File: config.mk
export PLATFORM = sky130hd
export DESIGN_NAME = rom_read_arbiter
export DESIGN_NICKNAME = d
export VERILOG_FILES = /design/src/rtl/rom_read_arbiter.sv
export SDC_FILE = /design/constraint.sdc
export NUM_CORES = 1
export LEC_CHECK = 0
export ABC_AREA = 1
export CAP_MARGIN = 25
export CORE_UTILIZATION = 41
export CTS_CLUSTER_DIAMETER = 30
export DETAILED_ROUTE_END_ITERATION = 8
export HOLD_SLACK_MARGIN = 0.08
export PLACE_DENSITY = 0.79
export SETUP_SLACK_MARGIN = 0.5
export SLEW_MARGIN = 20
export SYNTH_ARGS = -nofsm -noshare
export SYNTH_HDL_FRONTEND = slang
export SYNTH_SLANG_ARGS = --single-unit
File: constraint.sdc
create_clock -name clk -period 1.6 [get_ports clk]
set_input_delay 0.32 -clock clk [delete_from_list [all_inputs] [get_ports clk]]
set_output_delay 0.32 -clock clk [all_outputs]
set_load 0.02 [all_outputs]
File: src/rtl/rom_read_arbiter.sv
// -----------------------------------------------------------------------------
// rom_read_arbiter
//
// Shares one asynchronous, read-only lookup ROM between two independent
// requesters. An idle cycle arbitrates between the pending requests, latches
// the winner's address into a register that drives the ROM, and acknowledges
// the winner. The following cycle (READ) captures the ROM word and returns it
// to the winner with a one-cycle valid pulse. One read completes every two
// cycles.
//
// Build option:
//   ROM_READ_ARBITER_FIXED_PRIO_EN  defined   -> port 0 always wins a tie
//                                   undefined -> round-robin between ports
//
// Ports:
//   clk        in   system clock, rising edge
//   reset      in   synchronous active-high reset
//   req0/req1  in   read request, held with a stable address until ack
//   addr0/1    in   read address
//   ack0/1     out  one-cycle pulse: request accepted, address latched
//   rdata0/1   out  read data, holds last returned word
//   rvalid0/1  out  one-cycle pulse: rdata updated this cycle
//   rom_addr   out  registered ROM address
//   rom_data   in   combinational ROM read data
//   busy       out  high while a read is in flight (not IDLE)
// -----------------------------------------------------------------------------
module rom_read_arbiter #(
  parameter int ADDR_WIDTH = 3,
  parameter int DATA_WIDTH = 2
) (
  input  logic                  clk,
  input  logic                  reset,
  input  logic                  req0,
  input  logic [ADDR_WIDTH-1:0] addr0,
  output logic                  ack0,
  output logic [DATA_WIDTH-1:0] rdata0,
  output logic                  rvalid0,
  input  logic                  req1,
  input  logic [ADDR_WIDTH-1:0] addr1,
  output logic                  ack1,
  output logic [DATA_WIDTH-1:0] rdata1,
  output logic                  rvalid1,
  output logic [ADDR_WIDTH-1:0] rom_addr,
  input  logic [DATA_WIDTH-1:0] rom_data,
  output logic                  busy
);

  localparam logic [0:0] IDLE = 1'b0;
  localparam logic [0:0] READ = 1'b1;

  logic [0:0]            state;
  logic                  gnt;
  logic                  win_valid;
  logic                  win_port;
  logic [ADDR_WIDTH-1:0] win_addr;

`ifndef ROM_READ_ARBITER_FIXED_PRIO_EN
  // Port that was served most recently; resets to 1 so port 0 wins the
  // first tie after reset.
  logic                  last_grant;
`endif

  // Arbitration: a lone request always wins; a tie is broken either by
  // fixed priority to port 0 or by handing the grant to the port that was
  // not served last.
  always_comb begin
    win_valid = req0 | req1;
`ifdef ROM_READ_ARBITER_FIXED_PRIO_EN
    win_port  = req0 ? 1'b0 : 1'b1;
`else
    if (req0 && req1) begin
      win_port = ~last_grant;
    end else begin
      win_port = req0 ? 1'b0 : 1'b1;
    end
`endif
    win_addr = win_port ? addr1 : addr0;
  end

  // Sequencer: IDLE latches the winner and acks it; READ samples the ROM
  // (whose address has been stable since the start of the cycle) and
  // returns the word. rvalid is a pulse, so it is cleared every cycle
  // unless READ is finishing.
  always_ff @(posedge clk) begin
    if (reset) begin
      state      <= IDLE;
      gnt        <= 1'b0;
      rom_addr   <= '0;
      ack0       <= 1'b0;
      ack1       <= 1'b0;
      rvalid0    <= 1'b0;
      rvalid1    <= 1'b0;
      rdata0     <= '0;
      rdata1     <= '0;
`ifndef ROM_READ_ARBITER_FIXED_PRIO_EN
      last_grant <= 1'b1;
`endif
    end else begin
      rvalid0 <= 1'b0;
      rvalid1 <= 1'b0;
      case (state)
        IDLE: begin
          if (win_valid) begin
            rom_addr <= win_addr;
            gnt      <= win_port;
            ack0     <= ~win_port;
            ack1     <= win_port;
            state    <= READ;
          end
        end
        READ: begin
          ack0 <= 1'b0;
          ack1 <= 1'b0;
          if (gnt) begin
            rdata1  <= rom_data;
            rvalid1 <= 1'b1;
          end else begin
            rdata0  <= rom_data;
            rvalid0 <= 1'b1;
          end
`ifndef ROM_READ_ARBITER_FIXED_PRIO_EN
          last_grant <= gnt;
`endif
          state <= IDLE;
        end
        default: begin
          ack0  <= 1'b0;
          ack1  <= 1'b0;
          state <= IDLE;
        end
      endcase
    end
  end

  assign busy = (state != IDLE);

endmodule

==> flow_metrics.env, run 1 <==
export IMPL_status="completed"
export IMPL_ys_warnings_count=0
export IMPL_timing_critical_path_cells="buf_4"
export IMPL_hp_class="in2reg"
export IMPL_grt_antenna_before_repair=0
export IMPL_final_common_cell="nand2_1"
export IMPL_number_of_hold_slack_violations_in_the_final_timing_report=0
export IMPL_die_h_um=38.1
export IMPL_tightest_slew_ns=0.237
export IMPL_drt_initial_drc_count=7
export IMPL_slew_limit_headroom=0.841
export IMPL_ys_seq_elements=14
export IMPL_powerDensity_nw_per_um2=941
export IMPL_timing_max_cap_violations=0
export IMPL_synth_seq_area_share=0.525
export IMPL_timing_fmax_ghz=0.895
export IMPL_synth_distinct_cells=15
export IMPL_grt_overflow_total=0
export IMPL_place_port_buffers=23
export IMPL_critical_path_top_delay_family="flip-flops"
export IMPL_multi_input_comb_area_um2=233
export IMPL_synthesis_area_um2=534
export IMPL_grt_setup_unrepaired="true"
export IMPL_worst_path_class_setup="reg2out"
export IMPL_fin_setup_tns_ns=0
export IMPL_cpPeakStageDelay_ns=0.36
export IMPL_insertion_delay_ns=0.28
export IMPL_h_tree_depth=1
export IMPL_end_kind="output pin"
export IMPL_synthesis_area_per_instance_um2=8.22
export IMPL_synthCells=65
export IMPL_fin_crit_ns=1.12
export IMPL_register_area_um2=292
export IMPL_placement_rows=12
export IMPL_initial_core_util=0.462
export IMPL_mostFrequentLayoutCells="nand2_1, dfxtp_2, buf_6"
export IMPL_finished_layout_cells=111
export IMPL_arrival_ns=0.80
export IMPL_io_pin_count=24
export IMPL_worstSetupStartpointType="register"
export IMPL_postRouteAntennaNets=0
export IMPL_static_leakage_power_nw=0.412
export IMPL_synth_nets=77
export IMPL_antenna_cells_inserted=0
export IMPL_place_inst=104
export IMPL_critical_path_n_buffers_inverters=1
export IMPL_area_growth_pct=63.9
export IMPL_finish_net_count=110
export IMPL_route_detailed_wl_per_inst_um=11.5
export IMPL_route_vias_total=537
export IMPL_detail_route_vias_per_cell=4.84
export IMPL_path_max_fanout=2
export IMPL_die_x_um=38.1
export IMPL_final_setup_skew_ns=0.00281
export IMPL_grt_pass1_vias=480
export IMPL_detail_route_drc_violations=0
export IMPL_cts_inserted_buffers=3
export IMPL_ir_drop_uv=656
export IMPL_cts_tree="done"
export IMPL_pin_count_of_the_biggest_net_entering_global_routing=9
export IMPL_setup_viol=0
export IMPL_cts_root_to_sink_buffers=2
export IMPL_drt_first_pass_iters=4
export IMPL_timing_final_crit_share=0.698
export IMPL_die_area_um2=1450
export IMPL_fp_coreArea_um2=1160
export IMPL_place_hpwl_um=906
export IMPL_cp_slowest_cell="dfxtp_1"
export IMPL_fill_cells=87
export IMPL_groute_usage_overall=0.209
export IMPL_critical_path_required_ns=1.28
export IMPL_drive_gt1_frac=0.381
export IMPL_clkSinkCount=14
export IMPL_grt_pass1_wl_um=2000
export IMPL_cts_hold_repair_buffers=0
export IMPL_drv_slew=0
export IMPL_cts_root_buf="clkbuf_4"
export IMPL_clk_pin_slew_worst_paths_ns=0.08
export IMPL_drt_total_wl_um=1280
export IMPL_finalWeightedCongestion=0.752
power breakdown:
part	internal (W)	switching (W)
registers	0.000377	0.0000186
logic	0.0000888	0.0000891
clock network	0.000139	0.000112
total	0.000604	0.000220
cell families after synthesis:
family,after synthesis,share of synthesized area
AO/OA/AOI/OAI,16,0.171
buffers and inverters,7,0.0492
flip-flops,14,0.525
AND/OR/NAND/NOR,28,0.255
registers in the layout, summed over array words and instances, names as in the netlist:
| name | flops |
|---|---|
| rom_addr | 3 |
| rdata0 | 2 |
| ack0 | 1 |
| rvalid1 | 1 |
| busy | 1 |
| gnt | 1 |
| last_grant | 1 |
| ack1 | 1 |
| rdata1 | 2 |
| rvalid0 | 1 |
metal layers:
layer	global-route usage	vias to the layer above	wire length, um	share of wire
li1	-	278	-	-
met1	0.223	232	521	0.41
met2	0.360	25	650	0.51
met3	0.105	2	94	0.074
met4	0.0536	0	8	0.0063
met5	0	-	0	0
cell usage after synthesis:
library cell  instances  area share
o21ai_0               8       0.075
inv_2                 2       0.014
inv_1                 5       0.035
nand2_1              10       0.070
nand2_2               1       0.012
nor2_1                5       0.035
a21boi_0              2       0.028
nor2_4                2       0.042
nand3_1               8       0.075
a21oi_2               1       0.016
nor2_2                1       0.012
a21oi_1               4       0.037
o211ai_1              1       0.014
nor3_1                1      0.0094
dfxtp_1              14        0.52
area by class of cell:
class,instances,area share
Timing Repair Buffer,28,0.310
Clock buffer,4,0.0414
Multi-Input combinational cell,44,0.266
Tap cell,14,0.0200
Sequential cell,14,0.333
Inverter,7,0.0300
per-stage QoR:
step | setup slack (ns) | total power (W) | util | cell area [um^2] | hold slack, ns
2_1_floorplan | 0.563 | 0.000478 | - | 534 | 0.382
3_3_place_gp | 0.108 | 0.000565 | 0.689 | 797 | 0.467
3_5_place_dp | 0.110 | 0.000567 | 0.689 | 797 | 0.459
4_1_cts | 0.467 | 0.000811 | 0.709 | 820 | 0.475
5_1_grt | 0.455 | 0.000871 | 0.758 | 876 | 0.300
6_report | 0.483 | 0.000824 | 0.758 | 876 | 0.294
what timing repair did:
action | in CTS | in global routing
endpoints found under the setup margin | 17 | 17
setup buffers | 3 | 0
pin swaps | 1 | 0
resized for setup | 60 | 22
path summary, 6_finish.rpt:
path | start | to | slack, ns | depth (start not counted)
worst max-delay path | rom_addr[1] | rom_addr[1] | 0.48 | 1
worst min-delay path | reset | gnt | 0.29 | 2
worst max register to register | busy | rom_addr[1] | 0.60 | 6
worst min register to register | ack0 | ack0 | 0.48 | 2
Note: power is estimated with default switching activity, not from simulation.
==> inputs of run 2 (changes only) <==
Settings changed: CORE_UTILIZATION 41 to 35, PLACE_DENSITY 0.79 to 0.72.
Clock period 1.6 ns to 1 ns, I/O delays scaled along.
==> flow_metrics.env, run 2 (synthesis results as in run 1) <==
export IMPL_status="completed"
export IMPL_final_setup_skew_ns=0.00873
export IMPL_number_of_hold_slack_violations_in_the_final_timing_report=0
export IMPL_drive_gt1_frac=0.530
export IMPL_drt_initial_drc_count=1
export IMPL_drt_total_wl_um=1160
export IMPL_timing_hold_ws_ns=0.355
export IMPL_fin_crit_ns=0.953
export IMPL_powerDensity_nw_per_um2=1310
export IMPL_hold_path_startpoint="reset"
export IMPL_finalWorstSetupSlack_ns=0.0468
export IMPL_regMostFlops="rom_addr"
export IMPL_min_to="ack1"
export IMPL_rrSetupSlack_ns=0.06
export IMPL_timing_final_crit_share=0.953
export IMPL_post_place_ws_ns=-0.331
export IMPL_area_growth_pct=82.2
export IMPL_route_vias_total=533
export IMPL_mostFrequentLayoutCells="buf_6, dfxtp_4, clkdlybuf4s50_1"
export IMPL_route_detailed_wl_per_inst_um=10.1
export IMPL_detail_route_drc_violations=0
export IMPL_fp_coreArea_um2=1370
export IMPL_critical_path_n_buffers_inverters=1
export IMPL_cp_slowest_cell="dfxtp_4"
export IMPL_critical_path_top_delay_family="flip-flops"
export IMPL_cpPeakStageDelay_ns=0.35
export IMPL_critical_path_required_ns=0.80
export IMPL_initial_core_util=0.391
export IMPL_cts_hold_repair_buffers=0
export IMPL_endpoint_of_the_lowest_slack_register_to_register_path="rom_addr[1]"
export IMPL_slew_limit_headroom=0.850
export IMPL_grt_setup_unrepaired="true"
export IMPL_worstRegToRegCells=6
export IMPL_postRouteAntennaNets=0
export IMPL_die_h_um=41.1
export IMPL_detail_route_vias_per_cell=4.63
export IMPL_ir_drop_uv=703
export IMPL_cts_inserted_buffers=3
export IMPL_utilization=0.712
export IMPL_h_tree_depth=1
export IMPL_arrival_ns=0.75
export IMPL_grt_pass1_vias=460
export IMPL_grt_overflow_total=0
export IMPL_worst_path_class_setup="reg2out"
export IMPL_final_common_cell="buf_6"
export IMPL_cts_root_to_sink_buffers=2
export IMPL_placement_rows=13
export IMPL_static_leakage_power_nw=0.433
export IMPL_cp_num_cells=1
export IMPL_setup_viol=0
export IMPL_finish_net_count=113
export IMPL_place_port_buffers=23
export IMPL_tightest_slew_ns=0.225
export IMPL_timing_critical_path_cells="buf_6"
export IMPL_end_kind="output pin"
export IMPL_io_pin_count=24
export IMPL_pin_count_of_the_biggest_net_entering_global_routing=9
export IMPL_timing_max_cap_violations=0
export IMPL_worstSetupStartpointType="register"
export IMPL_hp_class="in2reg"
export IMPL_place_hpwl_um=897
export IMPL_cts_tree="done"
export IMPL_antenna_cells_inserted=0
export IMPL_grt_antenna_before_repair=0
export IMPL_clk_pin_slew_worst_paths_ns=0.08
export IMPL_path_max_fanout=2
export IMPL_die_area_um2=1690
export IMPL_r2r_start="busy"
export IMPL_timing_fmax_ghz=1.05
export IMPL_insertion_delay_ns=0.28
export IMPL_grt_pass1_wl_um=1770
export IMPL_final_area_um2=973
export IMPL_drt_first_pass_iters=3
export IMPL_finalWeightedCongestion=0.712
export IMPL_groute_usage_overall=0.166
export IMPL_die_x_um=41.1
export IMPL_largest_register_ffs=3
export IMPL_fin_setup_tns_ns=0
export IMPL_clkSinkCount=14
export IMPL_drv_slew=0
export IMPL_cts_root_buf="clkbuf_4"
export IMPL_placement_cell_area_um2=888
export IMPL_reg_top3="rom_addr (3), rdata0 (2), rdata1 (2)"
export IMPL_hold_path_depth=3
[run 2: cell types whose count changed in the layout (fill, tap and decap cells not counted), moves of 2 or more]
cell | before | now
dfxtp_1 | 5 | 0
nand2_1 | 10 | 7
o21ai_0 | 8 | 3
dfxtp_4 | 0 | 10
buf_6 | 9 | 13
dfxtp_2 | 9 | 4
a21oi_1 | 4 | 2
o21ai_1 | 0 | 4
nand2_4 | 0 | 2
a21oi_2 | 1 | 3
[run 2: timing repair]
item | CTS | global route
hold endpoints to repair | 0 | 0
buffers inserted | 0 | 1
cloned | 0 | 0
gates resized for setup | 88 | 5
pin swaps | 3 | 2
endpoints found under the setup margin | 26 | 26
[run 2: power breakdown]
group | switching (W) | internal [W]
clock | 0.000171 | 0.000154
combinational | 0.000155 | 0.000167
sequential | 0.0000294 | 0.000593
total | 0.000356 | 0.000915
[run 2: how the worst max path moves through the flow]
stage | startpoint | end | slack, ns
after floorplan | busy | rdata0[0] | 0.20
after global placement | req0 | rom_addr[2] | -0.31
after detailed placement | req0 | rom_addr[2] | -0.33
after CTS | busy | busy | 0.04
after global routing | busy | rom_addr[1] | -0.0003
final | busy | busy | 0.05
[run 2: metal layers]
| metal | share of wire | vias to the layer above | global-route usage |
|---|---|---|---|
| met5 | 0 | - | 0 |
| met4 | 0.010 | 0 | 0.100 |
| met3 | 0.046 | 2 | 0.0489 |
| met2 | 0.51 | 18 | 0.262 |
| met1 | 0.44 | 226 | 0.196 |
| li1 | - | 287 | - |
[run 2: final cells by class]
class / instances / area [um^2]
multi-input cells: 44 / 272
well taps: 15 / 18.8
flip-flops and latches: 14 / 323
fillers: 121 / 393
clock buffers: 4 / 26.3
inverters: 7 / 28.8
repair buffers: 31 / 305
[run 2: stage by stage]
| step | power (W) | instances |
|---|---|---|
| CTS | 0.00128 | 114 |
| global placement | 0.000918 | 110 |
| finish | 0.00127 | 115 |
| global route | 0.00135 | 115 |
| detailed placement | 0.000921 | 110 |
| floorplan | 0.000763 | 65 |
